[src/rtl/n64_pif_pkg.sv]
// Shared types and widths for the PIF RAM port-A arbiter.
package n64_pif_pkg;

    localparam int unsigned PIF_RAM_AW = 11;
    localparam int unsigned PIF_RAM_DW = 8;

    typedef enum logic [1:0] {
        ARB_IDLE,
        ARB_OWN0,
        ARB_OWN1
    } arb_state_e;

    typedef enum logic {
        REQ_R0 = 1'b0,
        REQ_R1 = 1'b1
    } req_id_e;

endpackage

[src/rtl/n64_pif_arb_fsm.sv]
// Round-robin ownership FSM with bounded bursts; reports which requester is issued this cycle.
module n64_pif_arb_fsm
    import n64_pif_pkg::*;
#(
    parameter int unsigned MAX_BURST = 8
) (
    input  logic    clk,
    input  logic    reset,
    input  logic    r0_req,
    input  logic    r1_req,
    input  logic    lock,
    output logic    issue,
    output req_id_e owner
);

    localparam int unsigned CW = 4;
    localparam logic [CW-1:0] MAX_CNT = CW'(MAX_BURST);

    arb_state_e    state_q, state_d;
    logic [CW-1:0] count_q, count_d;
    req_id_e       last_q, last_d;

    logic own_req;
    logic oth_req;
    logic hold;

    assign own_req = (state_q == ARB_OWN1) ? r1_req : r0_req;
    assign oth_req = (state_q == ARB_OWN1) ? r0_req : r1_req;
    assign hold    = (state_q == ARB_OWN0) && lock;

    always_ff @(posedge clk or posedge reset) begin
        if (reset) begin
            state_q <= ARB_IDLE;
            count_q <= '0;
            last_q  <= REQ_R1;
        end else begin
            state_q <= state_d;
            count_q <= count_d;
            last_q  <= last_d;
        end
    end

    always_comb begin
        state_d = state_q;
        count_d = count_q;
        last_d  = last_q;
        issue   = 1'b0;
        owner   = REQ_R0;
        case (state_q)
            ARB_IDLE: begin
                count_d = '0;
                if (r0_req && (last_q == REQ_R1 || !r1_req)) begin
                    state_d = ARB_OWN0;
                end else if (r1_req) begin
                    state_d = ARB_OWN1;
                end
            end
            ARB_OWN0, ARB_OWN1: begin
                owner = (state_q == ARB_OWN1) ? REQ_R1 : REQ_R0;
                issue = own_req;
                // Count saturates so a late request from the other side still forces a yield.
                if (own_req && count_q != MAX_CNT) begin
                    count_d = count_q + CW'(1);
                end
                if (!own_req) begin
                    count_d = '0;
                    if (oth_req) begin
                        state_d = (state_q == ARB_OWN0) ? ARB_OWN1 : ARB_OWN0;
                    end else begin
                        state_d = ARB_IDLE;
                        last_d  = owner;
                    end
                end else if (count_d == MAX_CNT && oth_req && !hold) begin
                    state_d = (state_q == ARB_OWN0) ? ARB_OWN1 : ARB_OWN0;
                    count_d = '0;
                end
            end
            default: state_d = ARB_IDLE;
        endcase
    end

endmodule

[src/rtl/n64_pif_ram_arbiter.sv]
// Two-requester arbiter for PIF RAM port A with 1-deep read tag steering.
// Optional PIF_RAM_ARB_LOCK_EN adds r0_lock, suppressing R0's burst yield while held.
module n64_pif_ram_arbiter
    import n64_pif_pkg::*;
#(
    parameter int unsigned MAX_BURST = 8
) (
    input  logic                  clk,
    input  logic                  reset,
    input  logic                  r0_req,
    input  logic                  r0_we,
    input  logic [PIF_RAM_AW-1:0] r0_addr,
    input  logic [PIF_RAM_DW-1:0] r0_wdata,
    output logic                  r0_gnt,
    output logic                  r0_rvalid,
    output logic [PIF_RAM_DW-1:0] r0_rdata,
    input  logic                  r1_req,
    input  logic                  r1_we,
    input  logic [PIF_RAM_AW-1:0] r1_addr,
    input  logic [PIF_RAM_DW-1:0] r1_wdata,
    output logic                  r1_gnt,
    output logic                  r1_rvalid,
    output logic [PIF_RAM_DW-1:0] r1_rdata,
`ifdef PIF_RAM_ARB_LOCK_EN
    input  logic                  r0_lock,
`endif
    output logic [PIF_RAM_AW-1:0] ram_addr,
    output logic                  ram_wren,
    output logic [PIF_RAM_DW-1:0] ram_wdata,
    output logic                  ram_oe,
    input  logic [PIF_RAM_DW-1:0] ram_q,
    input  logic                  ram_valid
);

    logic    issue;
    req_id_e owner;
    logic    lock;

`ifdef PIF_RAM_ARB_LOCK_EN
    assign lock = r0_lock;
`else
    assign lock = 1'b0;
`endif

    n64_pif_arb_fsm #(
        .MAX_BURST(MAX_BURST)
    ) u_fsm (
        .clk   (clk),
        .reset (reset),
        .r0_req(r0_req),
        .r1_req(r1_req),
        .lock  (lock),
        .issue (issue),
        .owner (owner)
    );

    logic                  sel_we;
    logic [PIF_RAM_AW-1:0] sel_addr;
    logic [PIF_RAM_DW-1:0] sel_wdata;
    logic [PIF_RAM_AW-1:0] addr_q;
    logic [PIF_RAM_DW-1:0] wdata_q;
    logic                  tag_v_q;
    req_id_e               tag_id_q;
    logic [PIF_RAM_DW-1:0] r0_rdata_q;
    logic [PIF_RAM_DW-1:0] r1_rdata_q;

    assign sel_we    = (owner == REQ_R1) ? r1_we    : r0_we;
    assign sel_addr  = (owner == REQ_R1) ? r1_addr  : r0_addr;
    assign sel_wdata = (owner == REQ_R1) ? r1_wdata : r0_wdata;

    assign r0_gnt    = issue && (owner == REQ_R0);
    assign r1_gnt    = issue && (owner == REQ_R1);
    assign ram_wren  = issue && sel_we;
    assign ram_oe    = issue && !sel_we;
    // Address and write data hold their last issued value on idle cycles.
    assign ram_addr  = issue ? sel_addr  : addr_q;
    assign ram_wdata = issue ? sel_wdata : wdata_q;

    assign r0_rvalid = ram_valid && tag_v_q && (tag_id_q == REQ_R0);
    assign r1_rvalid = ram_valid && tag_v_q && (tag_id_q == REQ_R1);
    assign r0_rdata  = r0_rvalid ? ram_q : r0_rdata_q;
    assign r1_rdata  = r1_rvalid ? ram_q : r1_rdata_q;

    always_ff @(posedge clk or posedge reset) begin
        if (reset) begin
            addr_q     <= '0;
            wdata_q    <= '0;
            tag_v_q    <= 1'b0;
            tag_id_q   <= REQ_R0;
            r0_rdata_q <= '0;
            r1_rdata_q <= '0;
        end else begin
            addr_q   <= ram_addr;
            wdata_q  <= ram_wdata;
            tag_v_q  <= ram_oe;
            tag_id_q <= owner;
            if (r0_rvalid) r0_rdata_q <= ram_q;
            if (r1_rvalid) r1_rdata_q <= ram_q;
        end
    end

endmodule

[config.mk]
export PLATFORM = sky130hd
export DESIGN_NAME = n64_pif_ram_arbiter
export DESIGN_NICKNAME = d
export VERILOG_FILES = /design/src/rtl/n64_pif_pkg.sv /design/src/rtl/n64_pif_arb_fsm.sv /design/src/rtl/n64_pif_ram_arbiter.sv
export SDC_FILE = /design/constraint.sdc
export NUM_CORES = 1
export LEC_CHECK = 0
export ABC_AREA = 1
export BUFFER_PORTS_ARGS = -buffer_cell sky130_fd_sc_hd__buf_2
export CORE_MARGIN = 4
export CORE_UTILIZATION = 30
export DETAILED_ROUTE_END_ITERATION = 8
export SLEW_MARGIN = 20
export SYNTH_ARGS = -nofsm -noshare
export SYNTH_HDL_FRONTEND = slang
export SYNTH_SLANG_ARGS = --single-unit
[constraint.sdc]
create_clock -name clk -period 4 [get_ports clk]
set_input_delay 0.8 -clock clk [delete_from_list [all_inputs] [get_ports clk]]
set_output_delay 0.8 -clock clk [all_outputs]
set_load 0.02 [all_outputs]
# ---- Word level (Yosys, flattened, before mapping)
# Cells that the tools add are included.
dict set report word_totals {
  reg_bits 44
  out_inout_bits 41
}
dict set report op_classes {
  addsub 1
  eq_ne 6
  n_mux 24
  bitwise_logic 4
  reduce_logical 18
}
# op n
set ops {}
lappend ops {{8-bit two-way mux} 4}
lappend ops {{11-bit two-way mux} 2}
lappend ops {{4-bit two-way mux} 4}
lappend ops {{2-bit two-way mux} 6}
lappend ops {{1-bit logical AND} 10}
lappend ops {{4-bit one-hot mux with 2 select lines} 1}
lappend ops {{1-bit two-way mux} 6}
lappend ops {{4-bit by 1-bit adder with 4-bit output, second input constant} 1}
lappend ops {{4-bit == test, second input constant} 1}
lappend ops {{4-bit inequality test, second input constant} 1}
lappend ops {{1-bit NOT} 4}
lappend ops {{2-bit one-hot mux with 2 select lines} 1}
lappend ops {{3-bit by 2-bit inequality test with 1-bit output, second input constant} 1}
lappend ops {{3-bit inequality test, second input constant} 1}
lappend ops {{3-bit AND reduction} 1}
lappend ops {{2-bit by 1-bit == test with 1-bit output, second input constant} 1}
lappend ops {{2-bit == test, second input constant} 1}
lappend ops {{1-bit logical NOT} 2}
lappend ops {{2-bit logical NOT} 1}
lappend ops {{2-bit AND reduction} 1}
lappend ops {{2-bit nonzero test} 1}
lappend ops {{2-bit OR reduction} 1}
lappend ops {{1-bit logical OR} 1}

# ---- Longest topological paths before layout
# Gate-level depths: netlist of the first run.
dict set report logic_depth {
  ltp_word 10
  mapped_depth 15
  ltp_nobuf 15
}

# ---- Modules after synthesis
# From an unflattened synthesis of the first run, not the netlist that was laid out.
dict set report hier_totals {
  hier_cells 284
  hier_area_um2 2418.6
}
# module instances cells_per_inst area_per_inst_um2 seq_area_each_um2
set modules_own_cells {}
lappend modules_own_cells {n64_pif_ram_arbiter 1 193 1798.0 925.9}
lappend modules_own_cells {n64_pif_arb_fsm 1 91 620.6 176.4}

# ---- Worst setup path before layout of the first run
# OpenSTA, ideal clock, no wires.
dict set report synth_timing {
  path_type {input-to-output}
  startpoint {in ram_valid}
  endpoint {out r1_rdata[0]}
  t_arrival_ns 2.357
  required_ns 3.200
  setup_slack_ns 0.843
  path_stages 5
  n_path_buf 1
  path_cell_list {inv_1 nor3_1 inv_1 clkbuf_1 o21ai_0}
}
dict set report synth_via {
  elab_chain_cells 3
}
# element line_no
set synth_lines {}
lappend synth_lines {{from (decl)} n64_pif_ram_arbiter.sv:32} ;# input logic ram_valid
lappend synth_lines {{1-bit logical AND (2 in series)} n64_pif_ram_arbiter.sv:80} ;# assign r1_rvalid = ram_valid && tag_v_q && (tag_id_q == REQ_R1);
lappend synth_lines {{net r1_rvalid} n64_pif_ram_arbiter.sv:22} ;# output logic r1_rvalid,
lappend synth_lines {{8-bit two-way mux} n64_pif_ram_arbiter.sv:82} ;# assign r1_rdata = r1_rvalid ? ram_q : r1_rdata_q;
lappend synth_lines {{to (decl)} n64_pif_ram_arbiter.sv:23} ;# output logic [PIF_RAM_DW-1:0] r1_rdata,
# The timed path passes the listed nets, and every way through them passes these cells.

# ---- Worst setup path in the final report of the first run
dict set report layout_timing {
  startpoint {reg u_fsm.state_q[0]}
  endpoint {out ram_addr[9]}
}
dict set report layout_via {
  elab_chain_cells 5
  word_cells_on_any_way 9
  classes_between {eq/ne (2); mux (6); reduce/logical (1)}
}
# element line_no
set layout_lines {}
lappend layout_lines {{from (decl)} n64_pif_arb_fsm.sv:19} ;# arb_state_e state_q, state_d;
lappend layout_lines {{from (signal assigned)} n64_pif_arb_fsm.sv:37} ;# state_q <= state_d;
lappend layout_lines {{2-bit == test or 2-bit by 1-bit == test with 1-bit output (tied branches)} n/a}
lappend layout_lines {{1-bit two-way mux or 2-bit OR reduction (tied branches)} {n64_pif_arb_fsm.sv:59, n64_pif_arb_fsm.sv:49}}
lappend layout_lines {{1-bit two-way mux (*)} n64_pif_arb_fsm.sv:49} ;# case (state_q)
lappend layout_lines {{net owner} n64_pif_ram_arbiter.sv:36} ;# req_id_e owner;
lappend layout_lines {{11-bit two-way mux (*)} n64_pif_ram_arbiter.sv:68} ;# assign sel_addr = (owner == REQ_R1) ? r1_addr : r0_addr;
lappend layout_lines {{11-bit two-way mux (*)} n64_pif_ram_arbiter.sv:76} ;# assign ram_addr = issue ? sel_addr : addr_q;
lappend layout_lines {{to (decl)} n64_pif_ram_arbiter.sv:27} ;# output logic [PIF_RAM_AW-1:0] ram_addr,
# The timed path passes the listed nets; every way through them passes the cells marked *.

==> results by group, run 1 <==
Min path
  – Hold WC Path Type: register to register
  – HP Start: addr_q[7]
  – Hold Crit Depth: 2
  – Min-Delay Endpoint: addr_q[7]

Timing
  – Setup ws final: 460 ps
  – Final setup TNS: 0 ps
  – Measured slew at the worst slew-check pin: 926 ps
  – Clock skew: 7.20 ps
  – Fmax: 0.282 GHz
  – RSZ-0062 raised after global routing: false
  – Max_slew headroom: 0.382
  – Hold slack: 478 ps
  – Hold Vio Cnt, Final: 0
  – Crit share post-route: 0.885
  – # setup viols final: 0
  – Max-slew violations: 0
  – Final worst path period need: 3540 ps

Worst setup path
  – Max incr delay on CP: 420 ps
  – Reg2Reg Capture Point: wdata_q[0]
  – R2R depth: 10
  – Worst R2R Setup Slack: 1650 ps
  – Crit. End Element: output port
  – Worst Path Required: 3200 ps
  – Cell family with the largest share of critical-path delay: simple AND/OR/NAND/NOR gates
  – Critical path startpoint category: register
  – Slowest stage cell, crit path: nor2_2
  – R2R Path Start: u_fsm.state_q[0]
  – CP Buf/Inv Count: 4
  – Top cell by count, worst path: nand2_4
  – CP Cell Sequence: inv_1 > ha_1 > inv_2 > nand2_4 > nand2_4 > nand2_4 > nor2_2 > buf_4 > a22oi_2 > nand2_1 > buf_2
  – WP data arrival: 2740 ps
  – Crit Path Max Fanout: 24
  – WS Path Type: register to output port

GRT
  – Total overflow reported by the global router: 0
  – First-pass GRT wire length: 8450 um
  – Pin count of the biggest net entering global routing: 45
  – Tot GR Track Use: 0.120
  – Initial antenna violation count: 0
  – Vias in the first global route: 1885

Clock tree
  – Clock latency on the worst-skew pair: 290 ps
  – H-Tree Depth: 2
  – Max clock buf depth: 2
  – Root Buffer Master: clkbuf_8
  – CTS Hold Bufs: 0
  – CTS tree: built
  – Clock Pin Slew Worst Setup and Hold Paths: 80 ps
  – Post-CTS setup repair buffer count: 0
  – CTS sink cnt: 44
  – Cts bufs inserted: 5
  – Resize count post-CTS: 0

Final layout
  – Fin cells: 443
  – ANT cells: 0
  – Reg area: 1100 um2
  – Area grow syn2layout: 29.3%
  – Multi-input gate area: 961 um2
  – Fill cells: 762
  – Fin area: 2890 um2
  – Final design utilization: 0.398
  – # nets final: 402
  – Share of cells above drive strength 1: 0.401

Die
  – Die area: 8890 um2
  – Core ar.: 7250 um2
  – IO Count: 94
  – Initial Util: 0.308
  – Chip height: 94.3 um
  – Num rows: 31
  – Die X: 94.3 um

Drt
  – Total number of vias: 1949
  – DR WL/cell: 11.9 um
  – Vias per inst: 4.40
  – DR iter-0 viols: 67
  – Routed Antenna Nets: 0
  – Drc violations: 0
  – DRT Wirelength: 5260 um
  – Router iterations before antenna repair: 4

Place
  – Routability Congestion: 0.829
  – DP Cell Count: 435
  – Pre-CTS WS: 724 ps
  – Placement Cell Area: 2780 um2
  – DP HPWL: 3990 um
  – IO buf count: 93

Power
  – Power, Total: 2.38 mW
  – Leakage: 1.59 nW
  – Peak VDD IR: 295 uV
  – Power per Cell Area: 826 nW/um2

Yosys
  – Async SR Flop Fraction: 1.00
  – Top-area cell type share of the netlist area: 0.482
  – Register area share after synthesis: 0.494
  – Most used DFF post-synth: dfrtp_1
  – Synth Net Count: 309
  – Synth cell types: 24
  – Avg Cell Area, Syn: 8.93 um2
  – Post-synth EDFFs: 0
  – Ys Warns: 0
  – Mapped cell area: 2230 um2
  – Top post-synthesis cells by area: dfrtp_1 48%, nand2_1 14%, a22oi_2 11%
  – Synth Instances: 250
  – Top cell type by total area after synthesis: dfrtp_1
  – FF+latch count, synth: 44

Status
  – Status: finished clean

Run
  – Max cap viols: 0
## synth_stat cells (2+ instances only)
master / instances
clkbuf_1: 4
a22oi_2: 19
dfrtp_1: 43
o21ai_0: 22
inv_1: 29
nand2_1: 81
nand2_4: 5
buf_4: 2
inv_2: 3
nor2_1: 7
nand3_1: 10
a21oi_1: 3
buf_6: 2
ha_1: 6
nand2_2: 4
nor3_1: 2
## worst reg2reg max path, stage by stage, from the launching register on
cell     delay [ps]
dfrtp_1         400
inv_1            80
ha_1            310
inv_2           170
nand2_4          70
nand2_4         100
nand2_4         180
nor2_2          420
buf_4           330
a22oi_2         110
nand2_1         120
## routing by layer
metal  global-route usage  share of wire  vias to the layer above  wire length, um
li1                     -              -                      992                -
met1                0.152           0.45                      878             2350
met2                0.190           0.46                       69             2430
met3               0.0361          0.073                       10              386
met4               0.0469          0.018                        0               94
met5                    0              0                        -                0
## state kept, by name (all words and copies together) (netlist names)
name and flops:
r1_rdata_q 8, addr_q 11, tag_id_q 1, u_fsm.state_q 2, r0_rdata_q 8, tag_v_q 1
u_fsm.count_q 4, u_fsm.last_q 1, wdata_q 8
## placed cells by master (no fill, tap or decap)
master	Yosys	final
a22oi_2	19	19
a31oi_1	1	1
nand3_2	1	1
nor2_1	7	6
nor3_1	2	2
nor2_2	1	2
o22ai_1	1	1
nand2_1	81	81
nand2_2	4	4
clkbuf_8	0	5
dfrtp_1	43	43
dfstp_2	1	1
nand3b_1	1	1
clkbuf_1	4	1
nand4_1	1	1
inv_1	29	28
bufinv_16	0	1
nand2_4	5	5
inv_2	3	4
buf_2	0	93
ha_1	6	6
clkinv_2	0	1
or2_2	1	1
buf_4	2	1
nand3_1	10	10
a21oi_1	3	3
o21ai_0	22	22
## final cells by class
class                      instances  area share
multi-input combinational        166       0.333
sequential                        44       0.382
timing repair buffer              94       0.164
clock inverter                     2      0.0121
inverter                          32      0.0416
tap                               99      0.0429
clock buffer                       6      0.0251
## kinds of logic (layout without fill, tap and decap cells)
group                    Yosys count  in the layout  synth area share
flip-flops                        44             44             0.494
adder cells (fa/ha/maj)            6              6            0.0336
AO/OA/AOI/OAI                     46             46             0.168
buffers and inverters             40            134            0.0773
AND/OR/NAND/NOR                  114            114             0.227
## worst max-delay path by stage
stage	start	end	slack (ps)	depth (start not counted)
finish	u_fsm.state_q[0]	ram_addr[9]	460	11
global route	u_fsm.state_q[0]	ram_wdata[4]	250	11
CTS	u_fsm.state_q[0]	ram_wdata[4]	400	11
detailed placement	r0_req	ram_wdata[4]	720	9
global placement	r1_req	ram_wdata[0]	770	9
floorplan	ram_valid	r1_rdata[0]	840	5
## report_power, final
part / leakage (nW) / switching [mW] / internal [mW]
clock: 0.0552 / 0.144 / 0.185
combinational: 0.977 / 0.911 / 0.431
sequential: 0.557 / 0.0683 / 0.645
total: 1.59 / 1.12 / 1.26
No activity file was read; power rests on OpenSTA's default activity.
==> run 2: changes to the inputs <==
--- a/config.mk
+++ b/config.mk
@@ -13,4 +13,5 @@
 export SLEW_MARGIN = 20
 export SYNTH_ARGS = -nofsm -noshare
 export SYNTH_HDL_FRONTEND = slang
+export SYNTH_HIERARCHICAL = 1
 export SYNTH_SLANG_ARGS = --single-unit
==> run 2 against run 1 <==
Clock skew decreased by 3.5 ps; clock-buffer cell count fell by 1; total power rose by 9.3%; combinational power up 13%; non-clock buffer count up 2; largest power group unchanged; critical path depth decreased by 1; synthesized cell count up 14%; global-route usage increased by 0.93 points; critical endpoint is now ram_addr[7]; final cell count rose by 7.2%; flip-flop and latch count stayed put; final area up 5.1%.
==> results by group, run 2 <==
Status
  – Status: finished clean

Die
  – IO Count: 94
  – Chip height: 97.8 um
  – Initial Util: 0.311
  – Die area: 9560 um2
  – Die X: 97.8 um
  – Core ar.: 7770 um2
  – Num rows: 32

Yosys
  – FF+latch count, synth: 44
  – Top cell type by total area after synthesis: dfrtp_1
  – Synth cell types: 23
  – Simple-gate area share of the yosys netlist: 0.402
  – Mapped cell area: 2420 um2
  – Top cells by count, synth: 76 x nand2_1, 50 x nand3_1, 43 x dfrtp_1
  – Post-synth EDFFs: 0
  – Top post-synthesis cells by area: dfrtp_1 44%, nand2_1 12%, nand3_1 10%
  – Most used DFF post-synth: dfrtp_1
  – Largest family of logic cells by synthesized area: simple AND/OR/NAND/NOR gates
  – Post-synthesis compound-gate area fraction: 0.0259
  – Register area share after synthesis: 0.456
  – Adder-cell share of the synthesized area: 0.0310
  – Post-Synth XOR/XNOR Area: 0
  – Synth Net Count: 343
  – Mux cell area share after synthesis: 0
  – Synth Instances: 284
  – Ys Warns: 6
  – Most frequent cell after synthesis: nand2_1
  – Avg Cell Area, Syn: 8.52 um2
  – Top-area cell type share of the netlist area: 0.445
  – Async SR Flop Fraction: 1.00

Final layout
  – Commonest non-fill, non-tap cells in the layout: 93 x buf_2, 76 x nand2_1, 50 x nand3_1, 43 x dfrtp_1
  – Most flops, register: addr_q
  – Commonest non-fill, non-tap cell in the layout: buf_2
  – ANT cells: 0
  – # nets final: 431
  – Max reg flops: 11
  – Share of cells above drive strength 1: 0.375
  – Area grow syn2layout: 25.5%
  – Fin area: 3040 um2

Power
  – Leakage: 1.66 nW
  – Power per Cell Area: 858 nW/um2
  – Pint: 1.30 mW
  – Peak VDD IR: 400 uV
  – Switching Power: 1.30 mW
  – Seq pwr share: 0.286
  – Switch share: 0.499
  – Clock share of power: 0.131
  – Combinational group share of total power: 0.583

Worst setup path
  – Crit. End Element: output port
  – Critical path startpoint category: register
  – CP Buf/Inv Count: 4
  – Top cell by count, worst path: nand3_1
  – Slowest stage cell, crit path: ha_1
  – Max incr delay on CP: 530 ps
  – CP Cell Sequence: inv_1 > ha_1 > inv_2 > nand2_1 > nand2_2 > nor2_4 > buf_4 > nand3_1 > nand3_1 > buf_2
  – Worst Path Required: 3200 ps
  – Crit Path Max Fanout: 37
  – WS Path Type: register to output port
  – Cell family with the largest share of critical-path delay: buffers and inverters
  – WP data arrival: 2640 ps

Timing
  – Fmax: 0.291 GHz
  – Crit share post-route: 0.860
  – Final worst path period need: 3440 ps
  – # setup viols final: 0
  – Hold Vio Cnt, Final: 0
  – RSZ-0062 raised after global routing: false
  – Clock skew: 3.68 ps
  – Max_slew headroom: 0.397
  – Measured slew at the worst slew-check pin: 903 ps
  – Final setup TNS: 0 ps
  – Max-slew violations: 0

Place
  – IO buf count: 93
  – DP HPWL: 4700 um
  – Placement Cell Area: 2920 um2
  – Routability Congestion: 0.850

Clock tree
  – Post-CTS setup repair buffer count: 0
  – Clock latency on the worst-skew pair: 300 ps
  – CTS Hold Bufs: 0
  – Cts bufs inserted: 5
  – H-Tree Depth: 2
  – Root Buffer Master: clkbuf_8
  – Resize count post-CTS: 0
  – CTS sink cnt: 44
  – Max clock buf depth: 2
  – Clock Pin Slew Worst Setup and Hold Paths: 90 ps
  – CTS tree: built

GRT
  – Total overflow reported by the global router: 0
  – Pin count of the biggest net entering global routing: 38
  – First-pass GRT wire length: 10200 um
  – Initial antenna violation count: 0
  – Vias in the first global route: 2189
  – Tot GR Track Use: 0.129

Run
  – Max cap viols: 0

Drt
  – Total number of vias: 2233
  – Routed Antenna Nets: 0
  – Vias per inst: 4.70
  – Router iterations before antenna repair: 4
  – DRT Wirelength: 6260 um
  – DR WL/cell: 13.2 um
  – Drc violations: 0
  – DR iter-0 viols: 94

Min path
  – Hold WC Path Type: primary input to async pin
run 2: final cells by class:
| cell class | count | area (um2) |
|---|---|---|
| fillers | 815 | 4730 |
| multi-input cells | 203 | 1120 |
| flip-flops and latches | 44 | 1100 |
| repair buffers | 96 | 488 |
| well taps | 102 | 128 |
| inverters | 22 | 85.1 |
| clock buffers | 5 | 68.8 |
| clock inverters | 3 | 42.5 |
run 2: cell families (layout without fill, tap and decap cells):
group                      Yosys count  after routing
and+or+nand+nor                    184            184
DFF                                 44             44
buffers and inverters               37            126
AOI/OAI and AO/OA                   12             12
adders and majority gates            6              6
other                                1              1
run 2: final timing paths:
check                                       from                to  slack, ps  depth (start not counted)
worst max-delay path            u_fsm/state_q[0]       ram_addr[7]        560                         10
worst min-delay path                       reset  u_fsm/state_q[0]        440                          2
worst max register to register  u_fsm/state_q[0]         addr_q[7]       1770                          9
worst min register to register     r0_rdata_q[7]     r0_rdata_q[7]        470                          2
max in group asynchronous                  reset        wdata_q[1]       2550                          3
min in group clk                   r0_rdata_q[7]     r0_rdata_q[7]        470                          2
run 2: power by group through the flow:
stage / sequential (mW) / combinational [mW] / clock, mW
2_1_floorplan: 0.702 / 1.19 / 0
3_3_place_gp: 0.747 / 1.52 / 0
3_5_place_dp: 0.753 / 1.54 / 0
4_1_cts: 0.744 / 1.54 / 0.356
5_1_grt: 0.763 / 1.69 / 0.375
6_report: 0.745 / 1.52 / 0.342
run 2: stage by stage:
| step | cells | utilization | power (mW) | setup slack, ps | hold WS, ps |
|---|---|---|---|---|---|
| after floorplan | 284 | - | 1.89 | 1300 | 489 |
| after global placement | 467 | 0.376 | 2.27 | 953 | 454 |
| after detailed placement | 467 | 0.376 | 2.29 | 867 | 455 |
| after CTS | 475 | 0.391 | 2.64 | 510 | 437 |
| after global routing | 475 | 0.391 | 2.82 | 293 | 459 |
| final | 475 | 0.391 | 2.61 | 561 | 443 |
run 2: metal layers:
metal | track usage | vias up | share of wire | routed length, um
li1 | - | 1130 | - | -
met4 | 0.0447 | 0 | 0.019 | 116
met5 | 0 | - | 0 | 0
met1 | 0.160 | 1007 | 0.44 | 2760
met3 | 0.0379 | 9 | 0.068 | 427
met2 | 0.215 | 87 | 0.47 | 2950
run 2: worst reg2reg max path, stage by stage (launching register included):
cell and delay, ps:
dfrtp_1 420, inv_1 90, ha_1 530, inv_2 120, nand2_1 100, nand2_2 80, nor2_4 160, buf_4 400
nand3_1 130, nand3_1 140
==> run 3: changes to the inputs <==
--- a/config.mk
+++ b/config.mk
@@ -7,9 +7,12 @@
 export LEC_CHECK = 0
 export ABC_AREA = 1
 export BUFFER_PORTS_ARGS = -buffer_cell sky130_fd_sc_hd__buf_2
+export CELL_PAD_IN_SITES_DETAIL_PLACEMENT = 0
+export CELL_PAD_IN_SITES_GLOBAL_PLACEMENT = 1
 export CORE_MARGIN = 4
 export CORE_UTILIZATION = 30
 export DETAILED_ROUTE_END_ITERATION = 8
+export PLACE_DENSITY_LB_ADDON = 0.1
 export SLEW_MARGIN = 20
 export SYNTH_ARGS = -nofsm -noshare
 export SYNTH_HDL_FRONTEND = slang
==> run 3 against run 2 <==
Sequential power about the same; clock power about the same; combinational power about the same; critical path type unchanged; largest power group unchanged; flip-flop and latch count unchanged; maximum frequency increased by 3.6%.
==> results by group, run 3 (synthesized netlist as in run 2, its figures left out) <==
Final layout
  – Share of cells above drive strength 1: 0.377
  – Area grow syn2layout: 25.7%
  – Commonest non-fill, non-tap cells in the layout: 93 x buf_2, 76 x nand2_1, 50 x nand3_1, 43 x dfrtp_1
  – Max reg flops: 11
  – Final design utilization: 0.391
  – Fin area: 3040 um2
  – Commonest non-fill, non-tap cell in the layout: buf_2
  – Most flops, register: addr_q
  – # nets final: 432
  – ANT cells: 0

Clock tree
  – CTS Hold Bufs: 0
  – CTS tree: built
  – Clock Pin Slew Worst Setup and Hold Paths: 80 ps
  – H-Tree Depth: 2
  – Cts bufs inserted: 5
  – CTS sink cnt: 44
  – Resize count post-CTS: 0
  – Max clock buf depth: 2
  – Root Buffer Master: clkbuf_8
  – Clock latency on the worst-skew pair: 290 ps
  – Post-CTS setup repair buffer count: 0

Die
  – Core ar.: 7770 um2
  – Die X: 97.8 um
  – Die area: 9560 um2
  – Num rows: 32
  – Chip height: 97.8 um
  – Initial Util: 0.311
  – IO Count: 94

Worst setup path
  – CP Launch Point: u_fsm/state_q[0]
  – Reg2Reg Capture Point: addr_q[5]
  – Worst R2R Setup Slack: 1880 ps
  – Max incr delay on CP: 420 ps
  – R2R depth: 10
  – Worst Path Required: 3200 ps
  – Crit. End Element: output port
  – WP depth: 11
  – Slowest stage cell, crit path: dfrtp_1
  – WP data arrival: 2520 ps
  – Cell family with the largest share of critical-path delay: buffers and inverters
  – CP Cell Sequence: inv_1 > ha_1 > buf_4 > inv_2 > nand2_1 > nand2_2 > nor2_4 > buf_4 > nand3_1 > nand3_1 > buf_2
  – Critical path startpoint category: register
  – WS Path Type: register to output port
  – Crit path to: ram_addr[6]
  – CP Buf/Inv Count: 5
  – Crit Path Max Fanout: 28
  – R2R Path Start: u_fsm/state_q[0]

GRT
  – Total overflow reported by the global router: 0
  – Pin count of the biggest net entering global routing: 29
  – Vias in the first global route: 2130
  – Initial antenna violation count: 0
  – First-pass GRT wire length: 10400 um
  – Tot GR Track Use: 0.132

Timing
  – Hold Vio Cnt, Final: 0
  – Measured slew at the worst slew-check pin: 644 ps
  – Fmax: 0.301 GHz
  – Hold slack: 473 ps
  – Crit share post-route: 0.829
  – # setup viols final: 0
  – RSZ-0062 raised after global routing: false
  – Clock skew: 3.47 ps
  – Max_slew headroom: 0.570
  – Final setup TNS: 0 ps
  – Final worst path period need: 3320 ps
  – Max-slew violations: 0

Run
  – Max cap viols: 0

Drt
  – DRT Wirelength: 6380 um
  – Drc violations: 0
  – DR iter-0 viols: 80
  – DR WL/cell: 13.4 um
  – Routed Antenna Nets: 0
  – Total number of vias: 2169
  – Vias per inst: 4.56
  – Router iterations before antenna repair: 4

Min path
  – Hold WC Path Type: primary input to async pin

Place
  – IO buf count: 93
  – DP HPWL: 4760 um
  – Placement Cell Area: 2930 um2
  – Routability Congestion: 0.774

Power
  – Peak VDD IR: 333 uV
  – Leakage: 1.67 nW
  – Power per Cell Area: 860 nW/um2

Status
  – Status: finished clean
==> run 3: cell count changes in the layout (fill, tap and decap cells not counted) <==
cell | previous run | this run
buf_4 | 3 | 4
clkbuf_1 | 0 | 1
clkinvlp_4 | 1 | 0
inv_1 | 17 | 16
inv_2 | 4 | 5
==> run 3: worst min-delay path by stage <==
stage                startpoint          endpoint  slack, ps  cells after the start
2_1_floorplan  u_fsm/state_q[1]  u_fsm/state_q[1]        490                      2
3_3_place_gp      r0_rdata_q[5]     r0_rdata_q[5]        450                      2
3_5_place_dp      r0_rdata_q[5]     r0_rdata_q[5]        450                      2
4_1_cts                   reset  u_fsm/count_q[3]        470                      2
5_1_grt                   reset  u_fsm/count_q[3]        490                      2
6_report                  reset  u_fsm/state_q[1]        470                      2
==> run 3: area by class of cell <==
| cell class | instances | area [um2] |
|---|---|---|
| repair buffers | 97 | 495 |
| clock buffers | 6 | 72.6 |
| fillers | 840 | 4730 |
| multi-input cells | 203 | 1120 |
| clock inverters | 2 | 35.0 |
| inverters | 22 | 85.1 |
| well taps | 102 | 128 |
| flip-flops and latches | 44 | 1100 |
==> run 3: layer usage <==
metal	up-vias	share of wire	wire length (um)	global-route usage
met4	0	0.0063	40	0.0288
met3	4	0.060	380	0.0321
met5	-	0	0	0
met2	63	0.47	3000	0.216
li1	1123	-	-	-
met1	979	0.46	2960	0.177
==> run 3: report_power, final <==
part           leakage (nW)  switching [mW]  internal, mW
registers             0.560          0.0997         0.642
logic                  1.05            1.05         0.482
clock network        0.0552           0.155         0.186
total                  1.67            1.30          1.31
==> run 3: per-stage QoR <==
| step | power, mW | setup slack (ps) | cells |
|---|---|---|---|
| 5_1_grt | 2.83 | 417 | 476 |
| 4_1_cts | 2.66 | 628 | 476 |
| 3_3_place_gp | 2.31 | 936 | 468 |
| 3_5_place_dp | 2.31 | 917 | 468 |
| 6_report | 2.61 | 682 | 476 |
| 2_1_floorplan | 1.89 | 1300 | 284 |
